### src/rtl/binary_division_sevenbit_by_fourbit.sv
// rtl/binary_division_sevenbit_by_fourbit.sv - sequential restoring divider, one quotient bit per clock
module binary_division_sevenbit_by_fourbit #(
    parameter int DIVIDEND_W = 7,
    parameter int DIVISOR_W  = 4
) (
    input  logic                  clk,
    input  logic                  rst_n,
    input  logic                  start,
    input  logic [DIVIDEND_W-1:0] dividend,
    input  logic [DIVISOR_W-1:0]  divisor,
    output logic                  busy,
    output logic                  done,
    output logic [DIVIDEND_W-1:0] quotient,
    output logic [DIVISOR_W-1:0]  remainder,
    output logic                  div_by_zero
);

    localparam int CNT_W = (DIVIDEND_W > 1) ? $clog2(DIVIDEND_W) : 1;

    typedef enum logic [1:0] {
        IDLE = 2'd0,
        RUN  = 2'd1,
        DONE = 2'd2
    } state_t;

    state_t                state;
    logic [CNT_W-1:0]      cnt;
    logic [DIVIDEND_W-1:0] dvd_q;
    logic [DIVISOR_W-1:0]  dvs_q;

    logic [DIVISOR_W:0]    partial;
    logic [DIVISOR_W:0]    diff;
    logic                  fits;
    logic [DIVISOR_W-1:0]  rem_next;

    // Shift the next dividend bit into the running remainder and trial-subtract.
    always_comb begin
        partial  = {remainder, dvd_q[cnt]};
        diff     = partial - {1'b0, dvs_q};
        fits     = (partial >= {1'b0, dvs_q});
        rem_next = fits ? diff[DIVISOR_W-1:0] : partial[DIVISOR_W-1:0];
    end

    always_ff @(posedge clk) begin
        if (!rst_n) begin
            state       <= IDLE;
            cnt         <= '0;
            dvd_q       <= '0;
            dvs_q       <= '0;
            busy        <= 1'b0;
            done        <= 1'b0;
            quotient    <= '0;
            remainder   <= '0;
            div_by_zero <= 1'b0;
        end else begin
            case (state)
                IDLE, DONE: begin
                    if (start) begin
                        dvd_q     <= dividend;
                        dvs_q     <= divisor;
                        remainder <= '0;
                        if (divisor == '0) begin
                            state       <= DONE;
                            quotient    <= '1;
                            div_by_zero <= 1'b1;
                            busy        <= 1'b0;
                            done        <= 1'b1;
                        end else begin
                            state       <= RUN;
                            quotient    <= '0;
                            div_by_zero <= 1'b0;
                            cnt         <= CNT_W'(DIVIDEND_W - 1);
                            busy        <= 1'b1;
                            done        <= 1'b0;
                        end
                    end else begin
                        state <= IDLE;
                        busy  <= 1'b0;
                        done  <= 1'b0;
                    end
                end
                RUN: begin
                    remainder     <= rem_next;
                    quotient[cnt] <= fits;
                    if (cnt == '0) begin
                        state <= DONE;
                        busy  <= 1'b0;
                        done  <= 1'b1;
                    end else begin
                        cnt <= cnt - 1'b1;
                    end
                end
                default: begin
                    state <= IDLE;
                    busy  <= 1'b0;
                    done  <= 1'b0;
                end
            endcase
        end
    end

endmodule

### config.mk
export PLATFORM = sky130hd
export DESIGN_NAME = binary_division_sevenbit_by_fourbit
export DESIGN_NICKNAME = d
export VERILOG_FILES = /design/src/rtl/binary_division_sevenbit_by_fourbit.sv
export SDC_FILE = /design/constraint.sdc
export NUM_CORES = 1
export LEC_CHECK = 0
export CAP_MARGIN = 20
export CORE_ASPECT_RATIO = 1.2
export CORE_MARGIN = 2
export CORE_UTILIZATION = 47
export DETAILED_ROUTE_END_ITERATION = 12
export PLACE_DENSITY = 0.75
export REMOVE_ABC_BUFFERS = 1
export SYNTH_ARGS = -nofsm -noshare
export SYNTH_HDL_FRONTEND = slang
export SYNTH_SLANG_ARGS = --single-unit
export TNS_END_PERCENT = 10
### constraint.sdc
create_clock -name clk -period 2.2 [get_ports clk]
set_clock_uncertainty 0.05 [all_clocks]
set_input_delay 0.44 -clock clk [delete_from_list [all_inputs] [get_ports clk]]
set_output_delay 0.44 -clock clk [all_outputs]
set_load 0.005 [all_outputs]
==> results.cfg, run 1 <==
[run_status]
status = complete, but fails checks
violations = setup timing

[floorplanning]
die_area_mm2 = 0.00386
die_height_um = 67.7
die_w_um = 57.1
start_util_pct = 48.4
coreArea_mm2 = 0.00328
rows = 23
io_pins = 28

[detailed_routing]
ant_nets = 0
wl_per_cell_um = 13.9
drcViolationCount = 0
vias = 1482
drt_wl_total_um = 3610
vias_per_cell = 5.70
firstDrtPassIters = 4
first_iter_violations = 44

[yosys]
ys_types = 50
syn_inst = 183
yosys_warnings = 0
ys_ff_latch = 29
ys_top_cells_by_area = dfxtp_1 (37%), nand2_1 (9.7%), a21boi_0 (6.1%)
ys_seq_area_share_pct = 36.5
yosys.area.top_type = dfxtp_1
synth_top_area_share_pct = 36.5
netlist_area_mm2 = 0.00159
dominantRegCellSynth = dfxtp_1
synth.avg_cell_area_um2 = 8.68
synthArstFlopShare_pct = 0
synth.most_common_cell = nand2_1
synth-edff-count = 0
synth_common_cells = nand2_1 (41), dfxtp_1 (29), a21boi_0 (13)

[clocking]
htreeDepth = 2
hold_buffers = 0
clockRootBuffer = clkbuf_8
clock_path_buffers = 2
clock_sinks = 29
cts_buffers = 5
clk_latency_ns = 0.28
cts_tree = built
clk_transition_reported_paths_ns = 0.06

[final_layout]
register_area_um2 = 582
multiInputGateArea_um2 = 948
drive_gt1_share_pct = 14.8
n_antenna_cell = 0
fillCellCount = 292
final_cells = 260
area_delta_synth_final_pct = 30.4
layout.nets = 244

[placed_design]
dp_cells = 252
hpwl_um = 2790
portBuffers = 27
routabilityCongestion = 0.839

[setup_path]
crit_chain = mux4_2 > mux2i_2 > ha_1 > nand2b_4 > a2111o_1 > and3_4 > o31ai_2
crit_arrival_ns = 2.57
max_stage_delay_ns = 0.50
critPathKind = register to register
cp-end-kind = register
rr_worst_depth = 7
crit_fanout = 5
crit_path_start_kind = register
timing.rr.start = cnt[1]
cp.required_ns = 2.35
setup.worst_path.start = cnt[1]
crit_slowest_cell = mux4_2

[pwr]
p_leak_nw = 0.798
irDropWorstVdd_v = 0.000470
power.density_mw_per_mm2 = 668

[timing]
drv_slew = 0
fin_ws_ns = -0.220
finalHoldViolations = 0
rsz0062_at_grt = yes
tns_ns = -1.48
slew_headroom_pct = 73.3
fin_crit_ns = 2.42
finalCritPeriodShare_pct = 110
tightest_slew_ns = 0.400
final-setup-viol-count = 11
max_freq_mhz = 413

[grt]
grt_max_degree = 16
first_global_vias = 1401
antenna_found_initial = 0
grtUsageTotal_pct = 20.7
overflow = 0
grt_pass1_wl_um = 6140

[flow_run]
drv_cap = 0

[worst_hold_path]
holdCritPathClass = register to register
hold_path_depth = 2
min_from = dvs_q[2]
==> state kept, by name, indices dropped and copies added (netlist names) <==
signal / cells
done: 1
div_by_zero: 1
dvd_q: 7
remainder: 4
busy: 1
state: 1
cnt: 3
dvs_q: 4
quotient: 7
==> worst paths after layout <==
check / to / slack (ns)
setup reg to reg: remainder[1] / -0.22
setup / recovery: remainder[1] / -0.22
hold reg to reg: dvs_q[2] / 0.42
hold / removal: dvs_q[2] / 0.42
==> layout by cell type, fill, tap and decap left out, drive strengths merged, types with 2 or more instances in the layout <==
cell           Yosys  routed
and3               4       4
clkbuf             5       7
a32o               3       3
nor2               5       5
inv                7       7
o21a               2       2
nor2b              5       5
nand2             41      41
o31ai              3       3
a21oi              2       2
a21boi            13      13
o211a              2       2
nor3               3       3
nand3              6       6
and2               5       5
ha                 6       6
clkdlybuf4s50      0      27
o211ai             3       3
nand2b             3       3
mux2i              2       2
buf                4      15
dfxtp             29      29
o22ai              2       2
o31a               2       2
o21ai              6       6
==> stage by stage <==
step                util [%]  cell area (um^2)  hold WS, ns  setup slack, ns  total power [mW]
finish                  63.2              2070        0.417           -0.220              1.38
detailed placement      60.1              1970        0.408           -0.316             0.941
CTS                     63.2              2070        0.419           -0.217              1.39
global route            63.2              2070        0.441           -0.323              1.46
floorplan                  -              1550        0.390           -0.370             0.803
global placement        60.1              1970        0.401           -0.232             0.928
==> timing repair <==
action,CTS,global route
setup buffers,1,0
resized for setup,3,0
endpoints found under the setup margin,11,11
hold endpoints to repair,0,0
pin swaps,6,0
==> routing by layer <==
metal | global-route usage (%) | routed length [um] | part of all wire, % | up-vias
met5 | 0 | 0 | 0 | -
met4 | 8.43 | 58 | 1.6 | 0
met3 | 5.75 | 175 | 4.8 | 7
met2 | 36.6 | 1840 | 51 | 39
met1 | 23.4 | 1540 | 43 | 704
li1 | - | - | - | 732
==> critical path, delay by kind of cell, from the launching register on <==
family                     cells  cell delay [ns]
AOI/OAI and AO/OA              2             0.64
adders and majority gates      1             0.28
DFF                            1             0.34
muxes                          2             0.69
and+or+nand+nor                2             0.35
==> area by class of cell <==
type                       instances  area share (%)
sequential                        29            28.1
timing repair buffer              42            18.5
tap                               37            2.23
inverter                           7            1.27
multi-input combinational        138            45.8
clock buffer                       7            4.17
==> kinds of logic after synthesis <==
| kind of cell | Yosys count | share of synthesized area (%) |
|---|---|---|
| AO/OA/AOI/OAI | 46 | 23.4 |
| XOR/XNOR | 1 | 0.551 |
| adder cells (fa/ha/maj) | 7 | 5.98 |
| buffers and inverters | 16 | 4.17 |
| flip-flops | 29 | 36.5 |
| multiplexers | 3 | 2.68 |
| AND/OR/NAND/NOR | 81 | 26.7 |
==> where the power goes <==
part           switching, mW  internal, mW
Clock                  0.193         0.248
Sequential            0.0277         0.559
Combinational          0.172         0.183
Note: power is estimated with default switching activity, not from simulation.
==> run 2, diff against run 1 <==
Settings changed: CORE_UTILIZATION 47 to 56, PLACE_DENSITY 0.75 to 0.84.
Clock period 2.2 ns to 2.8 ns, I/O delays scaled along.
==> results.cfg, run 2 (synthesis results as in run 1) <==
[run_status]
status = finished clean

[final_layout]
final_common_cell = nand2_1
fillCellCount = 218
layout.nets = 234
drive_gt1_share_pct = 8.88
register_area_um2 = 581
multiInputGateArea_um2 = 942
largestRegisters = dvd_q: 7 flops, quotient: 7 flops
area_delta_synth_final_pct = 22.6
n_antenna_cell = 0
mostFrequentLayoutCells = nand2_1 (41), dfxtp_1 (29), clkdlybuf4s50_1 (27), a21boi_0 (13), inv_1 (7)
final_util_pct = 70.6

[setup_path]
crit_arrival_ns = 2.76
r2r-end = remainder[1]
timing.rr.start = cnt[2]
crit_path_start_kind = register
crit_fanout = 11
crit_end = remainder[1]
rr_worst_depth = 7
rrSetupSlack_ns = 0.25
cp-end-kind = register
setup.worst_path.start = cnt[2]
critPathKind = register to register
cp.required_ns = 3.00

[clocking]
clk_transition_reported_paths_ns = 0.08
postCtsSetupBuffers = 0
clockRootBuffer = clkbuf_4
hold_buffers = 0
clock_path_buffers = 2
cts_buffers = 5
cts-resized-gates = 0
cts_tree = built
clock_sinks = 29
htreeDepth = 2
clk_latency_ns = 0.34

[detailed_routing]
vias = 1424
vias_per_cell = 5.74
ant_nets = 0
drcViolationCount = 0
first_iter_violations = 58
drt_wl_total_um = 3560
wl_per_cell_um = 14.4
firstDrtPassIters = 4

[pwr]
p_leak_nw = 0.738
irDropWorstVdd_v = 0.000397
power_uw = 955
power.density_mw_per_mm2 = 490

[floorplanning]
io_pins = 28
rows = 21
start_util_pct = 57.6
die_area_mm2 = 0.00328
coreArea_mm2 = 0.00276
die_height_um = 62.4
die_w_um = 52.6

[grt]
overflow = 0
use_met1_pct = 32.6
use_met3_pct = 7.93
grt_pass1_wl_um = 6210
top_usage_layer = met2
first_global_vias = 1400
grtUsageTotal_pct = 25.0
grt_max_degree = 17
antenna_found_initial = 0
grtUsageMet2_pct = 38.9

[timing]
max_freq_mhz = 392
slew_headroom_pct = 64.6
final-setup-viol-count = 0
fin_ws_ns = 0.250
drv_slew = 0
finalCritPeriodShare_pct = 91.1
rsz0062_at_grt = no
tightest_slew_ns = 0.527
tns_ns = 0
finalHoldViolations = 0
fin_crit_ns = 2.55

[placed_design]
place_ws_ns = 0.264
hpwl_um = 2670
portBuffers = 27
routabilityCongestion = 0.921

[worst_hold_path]
holdCritPathClass = register to register
min_from = div_by_zero
hold_path_depth = 2

[flow_run]
drv_cap = 0
-- run 2: changes by cell type in the layout (fill, tap and decap cells not counted) --
cell / before / now
dfxtp_1: 28 / 29
clkbuf_8: 6 / 0
dfxtp_2: 1 / 0
mux2i_1: 1 / 2
nor2_2: 1 / 0
clkbuf_4: 0 / 5
nor2_1: 4 / 5
buf_4: 15 / 5
clkbuf_1: 1 / 3
mux2i_2: 1 / 0
-- run 2: routing by layer --
layer / wire (um) / part of all wire [%] / vias to the layer above
met4: 42 / 1.2 / 0
met5: 0 / 0 / -
met3: 157 / 4.4 / 5
met1: 1550 / 43 / 674
met2: 1820 / 51 / 33
li1: - / - / 712
-- run 2: metrics by stage --
stage	instances	hold slack, ns	instance area (um^2)
2_1_floorplan	174	0.390	1550
3_3_place_gp	240	0.402	1900
3_5_place_dp	240	0.407	1900
4_1_cts	248	0.422	1950
5_1_grt	248	0.444	1950
6_report	248	0.422	1950
-- run 2: power by group --
group	internal (mW)	total, mW	switching, mW
Sequential	0.438	0.464	0.0257
Combinational	0.127	0.257	0.129
Clock	0.0996	0.234	0.135
Total	0.665	0.955	0.290
-- run 2: layout make-up --
cell class / instances / area share, %
Multi-Input combinational cell: 138 / 48.4
Sequential cell: 29 / 29.8
Clock buffer: 8 / 2.50
Timing Repair Buffer: 32 / 15.8
Tap cell: 34 / 2.18
Inverter: 7 / 1.35
-- run 2: worst min-delay path by stage --
stage | end | slack [ns]
after floorplan | dvd_q[4] | 0.39
after global placement | div_by_zero | 0.40
after detailed placement | busy | 0.41
after CTS | dvd_q[5] | 0.42
after global routing | dvd_q[6] | 0.44
final | div_by_zero | 0.42
-- run 2: critical path, cell delays in order, from the launching register on --
cell	delay (ns)
dfxtp_1	0.54
mux4_2	0.35
mux2i_1	0.20
ha_1	0.28
nand2b_4	0.16
a2111o_1	0.48
and3_4	0.20
o31ai_2	0.20
==> run 3, diff against run 2 <==
Settings changed: REMOVE_ABC_BUFFERS 1 to unset.
==> results.cfg, run 3 (synthesis results as in run 1) <==
[run_status]
status = finished clean

[pwr]
p_leak_nw = 0.743
p_clk_share_pct = 25.3
irDropWorstVdd_v = 0.000374
power_frac_comb_pct = 26.4
internal-power_uw = 661
power_uw = 961
netSwitchingFraction_pct = 31.2
p_seq_share_pct = 48.4
power.density_mw_per_mm2 = 493
p_switching_uw = 300

[timing]
fin_crit_ns = 2.54
finalHoldViolations = 0
tns_ns = 0
drv_slew = 0
max_freq_mhz = 393
finalCritPeriodShare_pct = 90.9
fin_ws_ns = 0.256
final-setup-viol-count = 0
tightest_slew_ns = 0.565
slew_headroom_pct = 62.3
rsz0062_at_grt = no

[grt]
grt_max_degree = 16
antenna_found_initial = 0
first_global_vias = 1472
overflow = 0
grtUsageTotal_pct = 25.2
grt_pass1_wl_um = 6380

[detailed_routing]
wl_met2_um = 1890
wl_per_cell_um = 14.6
top_layer = met4
drt_wl_total_um = 3630
ant_nets = 0
vias = 1453
drcViolationCount = 0
met3_length_um = 147
first_iter_violations = 51
drt-met1-wl_um = 1530
vias_per_cell = 5.86
firstDrtPassIters = 4

[clocking]
cts-resized-gates = 0
clk_latency_ns = 0.33
clock_sinks = 29
hold_buffers = 0
clockRootBuffer = clkbuf_4
clk_transition_reported_paths_ns = 0.09
cts_buffers = 5
clock_path_buffers = 2
postCtsSetupBuffers = 0
cts_tree = built
htreeDepth = 2

[setup_path]
critPathKind = register to register
crit_arrival_ns = 2.74
crit_fanout = 11
cp.required_ns = 3.00
crit_path_start_kind = register
cp-end-kind = register

[floorplanning]
rows = 21
io_pins = 28
die_height_um = 62.4
die_w_um = 52.6
coreArea_mm2 = 0.00276
die_area_mm2 = 0.00328
start_util_pct = 57.6

[final_layout]
largestRegisters = dvd_q: 7 flops, quotient: 7 flops
drive_gt1_share_pct = 9.81
layout.nets = 234
final_common_cell = nand2_1
area_delta_synth_final_pct = 22.8
register_area_um2 = 581
mostFrequentLayoutCells = nand2_1 (41), dfxtp_1 (29), clkdlybuf4s50_1 (27), a21boi_0 (13), inv_1 (7)
final_cell_area_mm2 = 0.00195
multiInputGateArea_um2 = 942
fillCellCount = 210
n_antenna_cell = 0

[yosys]
syn_nets = 204

[flow_run]
drv_cap = 0

[placed_design]
portBuffers = 27
routabilityCongestion = 0.898
place_ws_ns = 0.263
hpwl_um = 2770
place_area_mm2 = 0.00190

[worst_hold_path]
holdCritPathClass = register to register
-- run 3: changes by cell type in the layout (fill, tap and decap cells not counted), sizes merged --
cell    change
clkinv      +2
clkbuf      -2
-- run 3: final timing paths --
check | startpoint | to | slack, ns | cells past startpoint
max | cnt[2] | remainder[1] | 0.26 | 7
max reg2reg | cnt[2] | remainder[1] | 0.26 | 7
min | dvs_q[2] | dvs_q[2] | 0.42 | 2
min reg2reg | dvs_q[2] | dvs_q[2] | 0.42 | 2
-- run 3: area by class of cell --
cell class / instances / area share [%]
Clock buffer: 6 / 2.12
Multi-Input combinational cell: 138 / 48.3
Clock inverter: 2 / 0.513
Inverter: 7 / 1.35
Timing Repair Buffer: 32 / 15.8
Sequential cell: 29 / 29.8
Tap cell: 34 / 2.18
-- run 3: power groups by stage --
stage	Sequential [mW]	Clock [mW]	Combinational, mW
6_report	0.465	0.243	0.253
5_1_grt	0.469	0.264	0.281
4_1_cts	0.465	0.248	0.253
3_5_place_dp	0.474	0	0.251
3_3_place_gp	0.472	0	0.243
2_1_floorplan	0.464	0	0.178
-- run 3: per-layer routing --
metal | vias to the layer above | track usage, %
li1 | 711 | -
met1 | 692 | 31.1
met2 | 44 | 42.0
met3 | 6 | 5.05
met4 | 0 | 9.62
met5 | - | 0
-- run 3: critical path, cell delays in order (launching register included) --
cell and delay [ns]:
dfxtp_1 0.55, mux4_2 0.36, mux2i_1 0.20, ha_1 0.28, nand2b_4 0.17, a2111o_1 0.48
and3_4 0.19, o31ai_2 0.20
-- run 3: metrics by stage --
stage	instances	utilization [%]	hold slack [ns]
final	248	70.7	0.421
after global routing	248	70.7	0.453
after CTS	248	70.7	0.425
after detailed placement	240	68.8	0.408
after global placement	240	68.8	0.402
after floorplan	183	-	0.390
